$ cat src/rtl/ws2812_rx_decoder.sv
`timescale 1ns/1ps
// ws2812_rx_decoder
// Decodes a WS2812 single-wire NRZ pixel stream (GRB, 24 bit/pixel, MSB first)
// back into words. It measures high/low pulse widths on the synchronised line,
// assembles words, detects latch gaps and flags protocol errors.
//
// Ports
//   Clk        in   1       system clock, rising edge
//   aReset     in   1       asynchronous reset, active low
//   Din        in   1       raw serial line, asynchronous to Clk
//   DataOut    out  NBBITS  last complete word, MSB = first bit received
//   DataValid  out  1       one-cycle strobe, DataOut valid in same cycle
//   PixIdx     out  8       index of the word in DataOut within its frame
//   FrameEnd   out  1       one-cycle strobe on a latch gap after received data
//   Busy       out  1       high while inside a bit (HIGH or LOW state)
//   ErrPulse   out  1       one-cycle strobe on any protocol error
//   ErrClr     in   1       synchronous clear of ErrCnt        (WS2812_RX_ERRCNT_EN)
//   ErrCnt     out  8       saturating error counter           (WS2812_RX_ERRCNT_EN)
//
// Optional feature macro: WS2812_RX_ERRCNT_EN adds ErrClr/ErrCnt.
module ws2812_rx_decoder #(
    parameter int NBBITS   = 24,
    parameter int CNT_BITS = 12,
    parameter int MIN_HIGH = 8,
    parameter int THRESH   = 30,
    parameter int MAX_HIGH = 60,
    parameter int RST_CYC  = 2500
) (
    input  logic              Clk,
    input  logic              aReset,
    input  logic              Din,
`ifdef WS2812_RX_ERRCNT_EN
    input  logic              ErrClr,
    output logic [7:0]        ErrCnt,
`endif
    output logic [NBBITS-1:0] DataOut,
    output logic              DataValid,
    output logic [7:0]        PixIdx,
    output logic              FrameEnd,
    output logic              Busy,
    output logic              ErrPulse
);

    localparam int BC_W = $clog2(NBBITS + 1);
    localparam logic [CNT_BITS-1:0] L_MIN = CNT_BITS'(MIN_HIGH);
    localparam logic [CNT_BITS-1:0] L_THR = CNT_BITS'(THRESH);
    localparam logic [CNT_BITS-1:0] L_MAX = CNT_BITS'(MAX_HIGH);
    localparam logic [CNT_BITS-1:0] L_RST = CNT_BITS'(RST_CYC);
    localparam logic [BC_W-1:0]     L_NB  = BC_W'(NBBITS);

    typedef enum logic [1:0] {S_WAIT_GAP, S_IDLE, S_HIGH, S_LOW} state_t;

    state_t              r_state, w_next;
    logic                r_sync1, r_sync2, r_dly;
    logic [CNT_BITS-1:0] r_cnt, w_cnt_inc;
    logic [BC_W-1:0]     r_bitcnt;
    logic [7:0]          r_idx;
    logic [NBBITS-1:0]   r_shift;
    logic w_rise, w_fall, w_glitch, w_stuck, w_shift, w_gap, w_partial, w_frame_end, w_err;

    // Two-flop synchroniser plus one delay stage for edge detection.
    always_ff @(posedge Clk or negedge aReset) begin
        if (!aReset) begin
            r_sync1 <= 1'b0;
            r_sync2 <= 1'b0;
            r_dly   <= 1'b0;
        end else begin
            r_sync1 <= Din;
            r_sync2 <= r_sync1;
            r_dly   <= r_sync2;
        end
    end

    assign w_rise    = r_sync2 & ~r_dly;
    assign w_fall    = ~r_sync2 & r_dly;
    assign w_cnt_inc = (r_cnt == '1) ? r_cnt : r_cnt + 1'b1;

    // State register
    always_ff @(posedge Clk or negedge aReset) begin
        if (!aReset) r_state <= S_WAIT_GAP;
        else         r_state <= w_next;
    end

    // Next-state logic
    always_comb begin
        w_next = r_state;
        unique case (r_state)
            S_WAIT_GAP: if (r_cnt >= L_RST) w_next = S_IDLE;
            S_IDLE:     if (w_rise) w_next = S_HIGH;
            S_HIGH: begin
                if (w_glitch || w_stuck) w_next = S_WAIT_GAP;
                else if (w_fall)         w_next = S_LOW;
            end
            S_LOW: begin
                if (w_rise)     w_next = S_HIGH;
                else if (w_gap) w_next = S_IDLE;  // gap already seen, no second wait
            end
            default: w_next = S_WAIT_GAP;
        endcase
    end

    // Output/strobe decode
    always_comb begin
        w_glitch    = (r_state == S_HIGH) && w_fall && (r_cnt < L_MIN);
        // A pulse that reached MAX_HIGH is an error even if it ends this cycle.
        w_stuck     = (r_state == S_HIGH) && (r_cnt >= L_MAX);
        w_shift     = (r_state == S_HIGH) && w_fall && !w_glitch && !w_stuck;
        w_gap       = (r_state == S_LOW) && !w_rise && (r_cnt >= L_RST);
        w_partial   = w_gap && (r_bitcnt != '0);
        w_frame_end = w_gap && ((r_bitcnt != '0) || (r_idx != 8'd0));
        w_err       = w_glitch || w_stuck || w_partial;
    end

    assign Busy = (r_state == S_HIGH) || (r_state == S_LOW);

    // Pulse-width counter: low cycles in WAIT_GAP/LOW, high cycles in HIGH.
    always_ff @(posedge Clk or negedge aReset) begin
        if (!aReset) begin
            r_cnt <= '0;
        end else begin
            unique case (r_state)
                S_WAIT_GAP: r_cnt <= r_sync2 ? '0 : w_cnt_inc;
                S_IDLE:     r_cnt <= CNT_BITS'(1);
                S_HIGH: begin
                    if (w_glitch || w_stuck) r_cnt <= '0;
                    else if (w_fall)         r_cnt <= CNT_BITS'(1);
                    else                     r_cnt <= w_cnt_inc;
                end
                S_LOW:      r_cnt <= w_rise ? CNT_BITS'(1) : w_cnt_inc;
                default:    r_cnt <= '0;
            endcase
        end
    end

    // Word assembly. Completion runs the cycle after the last bit is shifted,
    // so it can never coincide with a shift (the next high pulse needs time).
    always_ff @(posedge Clk or negedge aReset) begin
        if (!aReset) begin
            r_shift   <= '0;
            r_bitcnt  <= '0;
            r_idx     <= 8'd0;
            DataOut   <= '0;
            DataValid <= 1'b0;
            PixIdx    <= 8'd0;
            FrameEnd  <= 1'b0;
            ErrPulse  <= 1'b0;
        end else begin
            DataValid <= 1'b0;
            FrameEnd  <= w_frame_end;
            ErrPulse  <= w_err;
            if (w_err) begin
                r_shift  <= '0;
                r_bitcnt <= '0;
                r_idx    <= 8'd0;
            end else begin
                if (w_shift) begin
                    r_shift  <= {r_shift[NBBITS-2:0], (r_cnt >= L_THR)};
                    r_bitcnt <= r_bitcnt + 1'b1;
                end else if (r_bitcnt == L_NB) begin
                    DataOut   <= r_shift;
                    DataValid <= 1'b1;
                    PixIdx    <= r_idx;
                    r_idx     <= r_idx + 8'd1;
                    r_bitcnt  <= '0;
                end
                if (w_gap) r_idx <= 8'd0;
            end
        end
    end

`ifdef WS2812_RX_ERRCNT_EN
    // Clear has priority over a same-cycle increment.
    always_ff @(posedge Clk or negedge aReset) begin
        if (!aReset)                        ErrCnt <= 8'd0;
        else if (ErrClr)                    ErrCnt <= 8'd0;
        else if (ErrPulse && ErrCnt != 8'hFF) ErrCnt <= ErrCnt + 8'd1;
    end
`endif

endmodule

$ cat config.mk
export PLATFORM = sky130hd
export DESIGN_NAME = ws2812_rx_decoder
export DESIGN_NICKNAME = d
export VERILOG_FILES = /design/src/rtl/ws2812_rx_decoder.sv
export SDC_FILE = /design/constraint.sdc
export NUM_CORES = 1
export LEC_CHECK = 0
export ABC_AREA = 0
export BUFFER_PORTS_ARGS = -buffer_cell sky130_fd_sc_hd__buf_2
export CORE_UTILIZATION = 59
export CTS_BUF_LIST = sky130_fd_sc_hd__clkbuf_16
export DETAILED_ROUTE_END_ITERATION = 8
export GPL_TIMING_DRIVEN = 0
export PLACE_DENSITY_LB_ADDON = 0.12
export SYNTH_ARGS = -nofsm -noshare
export SYNTH_HDL_FRONTEND = slang
export SYNTH_SLANG_ARGS = --single-unit
$ cat constraint.sdc
create_clock -name Clk -period 3.1 [get_ports Clk]
set_input_delay 0.465 -clock Clk [delete_from_list [all_inputs] [get_ports Clk]]
set_output_delay 0.465 -clock Clk [all_outputs]
set_load 0.02 [all_outputs]
==> results of run 1 <==
## cells by family after synthesis
family | count (synthesis) | synth area share
mux | 33 | 0.117
fa+ha+maj | 6 | 0.0183
flops | 89 | 0.542
simple gates | 131 | 0.158
xor+xnor | 14 | 0.0298
buf+inv | 29 | 0.0395
compound gates | 64 | 0.0961
## through the flow
stage / cells / instance area, um^2 / worst slack [ns]
after global routing: 500 / 4730 / 0.416
after detailed placement: 485 / 4430 / 0.570
final: 500 / 4730 / 0.553
after floorplan: 366 / 4110 / 0.805
after CTS: 500 / 4730 / 0.547
after global placement: 484 / 4400 / 0.561
## area by class of cell
type | count | area, um^2 | share of cell area
flip-flops and latches | 89 | 2230 | 0.471
well taps | 80 | 100 | 0.0212
inverters | 11 | 41.3 | 0.00874
clock buffers | 9 | 225 | 0.0477
multi-input cells | 248 | 1720 | 0.365
clock inverters | 6 | 67.6 | 0.0143
plain buffers | 18 | 121 | 0.0257
repair buffers | 39 | 220 | 0.0466
## cells in the mapped netlist, drive strengths merged (3+ instances only)
library cell and number:
a211oi 4, a21oi 9, a31oi 6, and3 5, buf 6, clkbuf 12
dfrtp 89, ha 6, inv 11, mux2 32, nand2 65, nand2b 4
nand3 11, nand4 7, nor2 20, nor3 5, nor4b 3, o21ai 33
xnor2 8, xor2 6
## path summary, 6_finish.rpt
kind	end	slack, ns	startpoint	depth (start not counted)
max	PixIdx[5]	0.55	r_cnt[6]	6
min	DataOut[21]	0.07	aReset	1
max reg2reg	PixIdx[5]	0.55	r_cnt[6]	6
min reg2reg	r_sync2	0.35	r_sync1	0
max in group asynchronous	r_dly	2.42	aReset	2
min in group Clk	r_sync1	0.24	Din	1
## sequential cells by signal, indices dropped and copies added (netlist names)
signal / cells
r_cnt: 12
r_sync2: 1
r_idx: 8
FrameEnd: 1
DataValid: 1
r_bitcnt: 5
r_shift: 24
ErrPulse: 1
PixIdx: 8
r_state: 2
r_dly: 1
r_sync1: 1
DataOut: 24
## per-layer routing
metal | global-route usage | routed length (um) | vias up
met2 | 0.359 | 3590 | 45
met1 | 0.308 | 3560 | 1359
met5 | 0 | 0 | -
li1 | - | - | 1370
met4 | 0.105 | 80 | 0
met3 | 0.0346 | 215 | 8
## power by group through the flow
stage	Sequential, W	Clock (W)	Combinational [W]
floorplan	0.00119	0	0.0000159
global route	0.00117	0.00114	0.0000549
CTS	0.00117	0.00109	0.0000487
global placement	0.00119	0	0.0000422
finish	0.00117	0.00107	0.0000465
detailed placement	0.00119	0	0.0000484
==> impl_metrics.py, run 1 <==
metrics = {
    "timing": {
        "relSlewSlack": 0.642,
        "hold_viol": 0,
        "holdWs_ns": 0.0698,
        "final-max-slew-violation-count": 0,
        "grt_setup_unrepaired": "no",
        "fin_crit_sh": 0.822,
        "tns_ns": 0,
        "max_freq_mhz": 393,
        "min_period_ns": 2.55,
        "finClkSkew_ns": 0.00687,
        "tightest_slew_ns": 0.524,
        "finalSetupViolCount": 0,
    },
    "synth": {
        "syn_avg_cell_area_um2": 11.2,
        "netlist_instances": 366,
        "synth.area.top_cells": "dfrtp_1 (54%), mux2_4 (11%), nand2_1 (5.9%)",
        "ys_seq_area_frac": 0.542,
        "yosys.area.top_type": "dfrtp_1",
        "ys_types": 47,
        "syn_area_um2": 4110,
        "async_flop_share": 1.00,
        "syn_nets": 375,
        "yosys_warnings": 0,
        "synth_top_area_frac": 0.542,
        "ys.flop_type": "dfrtp_1",
        "synth-seq-cells": 89,
        "synth_edf_count": 0,
    },
    "floorplan": {
        "die_h_um": 85.5,
        "dieArea_um2": 7310,
        "io_pins": 39,
        "initial_core_util": 0.609,
        "die_w_um": 85.5,
        "coreArea_um2": 6760,
        "num_rows": 30,
    },
    "power": {
        "p_int_w": 0.00180,
        "swShare": 0.212,
        "p_clk_frac": 0.467,
        "ir_drop_mv": 0.287,
        "p_leak_nw": 2.37,
        "comb_power_share": 0.020,
        "switchingPower_w": 0.000485,
        "power_density_nw_per_um2": 484,
        "seqPwrFrac": 0.513,
        "p_total_w": 0.00229,
    },
    "worst_setup_path": {
        "path_cells": "or4_4 > nor4b_4 > a21oi_2 > nand3_4 > buf_12 > mux2_4",
        "worst_ep_required_time_ns": 3.32,
        "path_max_fanout": 10,
        "path_buf_inv": 1,
        "critPathCaptureType": "flop",
        "slowest_delay_ns": 0.59,
        "arrival_ns": 2.77,
        "start_kind": "flop",
        "cp_slowest_cell": "or4_4",
        "path_class": "flop to flop",
        "path_delay_family": "simple AND/OR/NAND/NOR gates",
    },
    "clocking": {
        "cts_buffer_depth": 2,
        "clockRootBuffer": "clkbuf_16",
        "cts_resized": 0,
        "cts.sinks": 89,
        "cts-buffers-inserted": 9,
        "cts_setup_buffers": 0,
        "clk_latency_ns": 0.34,
        "htreeDepth": 3,
        "cts_tree": "built",
        "hold_buffers": 0,
        "path_clk_slew_ns": 0.06,
    },
    "detailed_routing": {
        "drc": 1,
        "wl_per_cell_um": 14.9,
        "drt-vias-per-instance": 5.56,
        "drt_iter0_drc": 188,
        "drt-total-wl_um": 7450,
        "postRouteAntennaNets": 0,
        "dr_total_vias": 2782,
        "drtPass1Iterations": 7,
    },
    "outcome": {
        "status": "complete, but fails checks",
        "failed_checks": "DRC",
    },
    "global_routing": {
        "grt_max_degree": 56,
        "antenna_found_initial": 0,
        "track_usage": 0.225,
        "grt_pass1_wl_um": 12700,
        "globalRouteOverflowTotal": 0,
        "grt_pass1_vias": 2656,
    },
    "layout": {
        "diodes": 0,
        "layout_common_cells": "dfrtp_1 (89), nand2_1 (65), buf_2 (40), o21ai_0 (33), mux2_4 (29)",
        "fill_cells": 499,
        "nets": 425,
        "postLayoutCoreUtil": 0.699,
        "drive_above_1_share": 0.240,
        "synthToLayoutAreaGrowth_pct": 14.9,
        "layout_commonest_cell": "dfrtp_1",
    },
    "place": {
        "place_congestion": 0.827,
        "post-dp-hpwl_um": 5050,
        "portBuffers": 38,
    },
    "flow_run": {
        "drv_cap": 0,
    },
    "worst_hold_path": {
        "min_path_type": "input pin to async pin",
    },
}
(Power assumes the default switching activity.)
==> run 2, diff against run 1 <==
CORE_UTILIZATION = 53   (was 59)
clock period = 2.3 ns   (was 3.1 ns; I/O delays follow)
==> run 2 against run 1 <==
Against the previous run: the run now ends clean; sequential share of layout area fell by 1.6 points; worst hold slack gained 0.046 ns; sequential power grew 35%; non-clock buffer count is 11 higher; clock power up 45%; sequential cell count unchanged; routed wire length up 7.0%; clock skew shrank 0.0027 ns; core utilization down 3.6 points; via count increased by 4.3%; fmax increased by 12%; critical endpoint is now DataOut[14]; largest power group unchanged.
==> impl_metrics.py, run 2 (synthesis gave the netlist of run 1 again) <==
metrics = {
    "layout": {
        "nets": 436,
        "layout_commonest_cell": "dfrtp_1",
        "reg_top3": "DataOut (24), r_shift (24), r_cnt (12)",
        "multi_input_area_um2": 1740,
        "fill_cells": 560,
        "layout_common_cells": "dfrtp_1 (89), nand2_1 (65), buf_2 (39), o21ai_0 (33), mux2_4 (29)",
        "regArea_um2": 2230,
        "synthToLayoutAreaGrowth_pct": 18.9,
        "drive_above_1_share": 0.278,
        "diodes": 0,
    },
    "timing": {
        "max_freq_mhz": 441,
        "relSlewSlack": 0.662,
        "hold_viol": 0,
        "final-max-slew-violation-count": 0,
        "tns_ns": 0,
        "finClkSkew_ns": 0.00413,
        "grt_setup_unrepaired": "yes",
        "fin_crit_sh": 0.987,
        "min_period_ns": 2.27,
        "tightest_slew_ns": 0.495,
        "finalSetupViolCount": 0,
    },
    "global_routing": {
        "globalRouteOverflowTotal": 0,
        "grt_max_degree": 69,
        "antenna_found_initial": 0,
        "grt_pass1_wl_um": 13700,
        "track_usage": 0.209,
        "grt_pass1_vias": 2820,
    },
    "worst_setup_path": {
        "worst_ep_required_time_ns": 2.52,
        "path_max_fanout": 10,
        "critPathCaptureType": "flop",
        "start_kind": "flop",
        "path_class": "flop to flop",
        "arrival_ns": 2.49,
    },
    "detailed_routing": {
        "drt-vias-per-instance": 5.48,
        "drt-total-wl_um": 7970,
        "drc": 0,
        "drt_iter0_drc": 189,
        "postRouteAntennaNets": 0,
        "wl_per_cell_um": 15.0,
        "dr_total_vias": 2902,
        "drtPass1Iterations": 4,
    },
    "clocking": {
        "htreeDepth": 3,
        "cts.sinks": 89,
        "cts-buffers-inserted": 9,
        "clk_latency_ns": 0.33,
        "cts_buffer_depth": 2,
        "cts_tree": "built",
        "path_clk_slew_ns": 0.06,
        "clockRootBuffer": "clkbuf_16",
    },
    "floorplan": {
        "die_w_um": 90.1,
        "num_rows": 31,
        "coreArea_um2": 7370,
        "die_h_um": 90.1,
        "initial_core_util": 0.558,
        "io_pins": 39,
        "dieArea_um2": 8120,
    },
    "place": {
        "post-dp-hpwl_um": 5130,
        "place_congestion": 0.853,
        "portBuffers": 38,
    },
    "power": {
        "p_leak_nw": 2.45,
        "p_total_w": 0.00320,
        "ir_drop_mv": 0.394,
        "power_density_nw_per_um2": 654,
    },
    "outcome": {
        "status": "completed",
    },
    "flow_run": {
        "drv_cap": 0,
    },
    "worst_hold_path": {
        "min_path_type": "input pin to flop",
    },
}
## run 2: layer usage
metal / up-vias / GRT usage / wire, um
met5: - / 0 / 0
met4: 0 / 0.0766 / 117
met3: 15 / 0.0321 / 249
met2: 70 / 0.328 / 3790
met1: 1427 / 0.294 / 3810
li1: 1390 / - / -
## run 2: layout make-up
type	instances	share of cell area
flip-flops and latches	89	0.455
clock buffers	9	0.0461
clock inverters	6	0.0192
well taps	99	0.0253
inverters	11	0.00844
repair buffers	50	0.0624
multi-input cells	248	0.355
plain buffers	18	0.0279
## run 2: path summary, 6_finish.rpt
check	startpoint	to	slack [ns]	depth (start not counted)
min	Din	r_sync1	0.12	1
min reg2reg	r_sync1	r_sync2	0.35	0
max in group asynchronous	aReset	r_shift[15]	1.27	3
max reg2reg	r_cnt[7]	DataOut[14]	0.03	6
max	r_cnt[7]	DataOut[14]	0.03	6
min in group asynchronous	aReset	DataOut[21]	0.44	2
## run 2: timing repair
action,CTS,global route
setup buffers,7,3
hold buffers,1,0
endpoints found under the setup margin,53,62
resized for setup,2,18
pin swaps,5,5
hold endpoints to repair,21,0
## run 2: critical path, stage by stage, from the launching register on
cell and delay, ns:
dfrtp_1 0.43, or4_4 0.58, nor4b_4 0.34, a21oi_2 0.13, nand3_4 0.19, buf_12 0.17
mux2_4 0.30
## run 2: power by group
group          internal (W)  switching (W)
registers           0.00157     0.00000816
logic             0.0000181      0.0000455
clock network      0.000951       0.000602
## run 2: stage by stage
step | hold WS (ns) | std cells | utilization | cell area [um^2] | setup slack [ns]
floorplan | 0.0494 | 366 | - | 4110 | 0.00490
global placement | 0.336 | 503 | 0.601 | 4430 | -0.240
detailed placement | 0.256 | 504 | 0.605 | 4460 | -0.251
CTS | 0.107 | 527 | 0.657 | 4840 | -0.00712
global route | 0.108 | 530 | 0.663 | 4890 | -0.0666
finish | 0.115 | 530 | 0.663 | 4890 | 0.0301
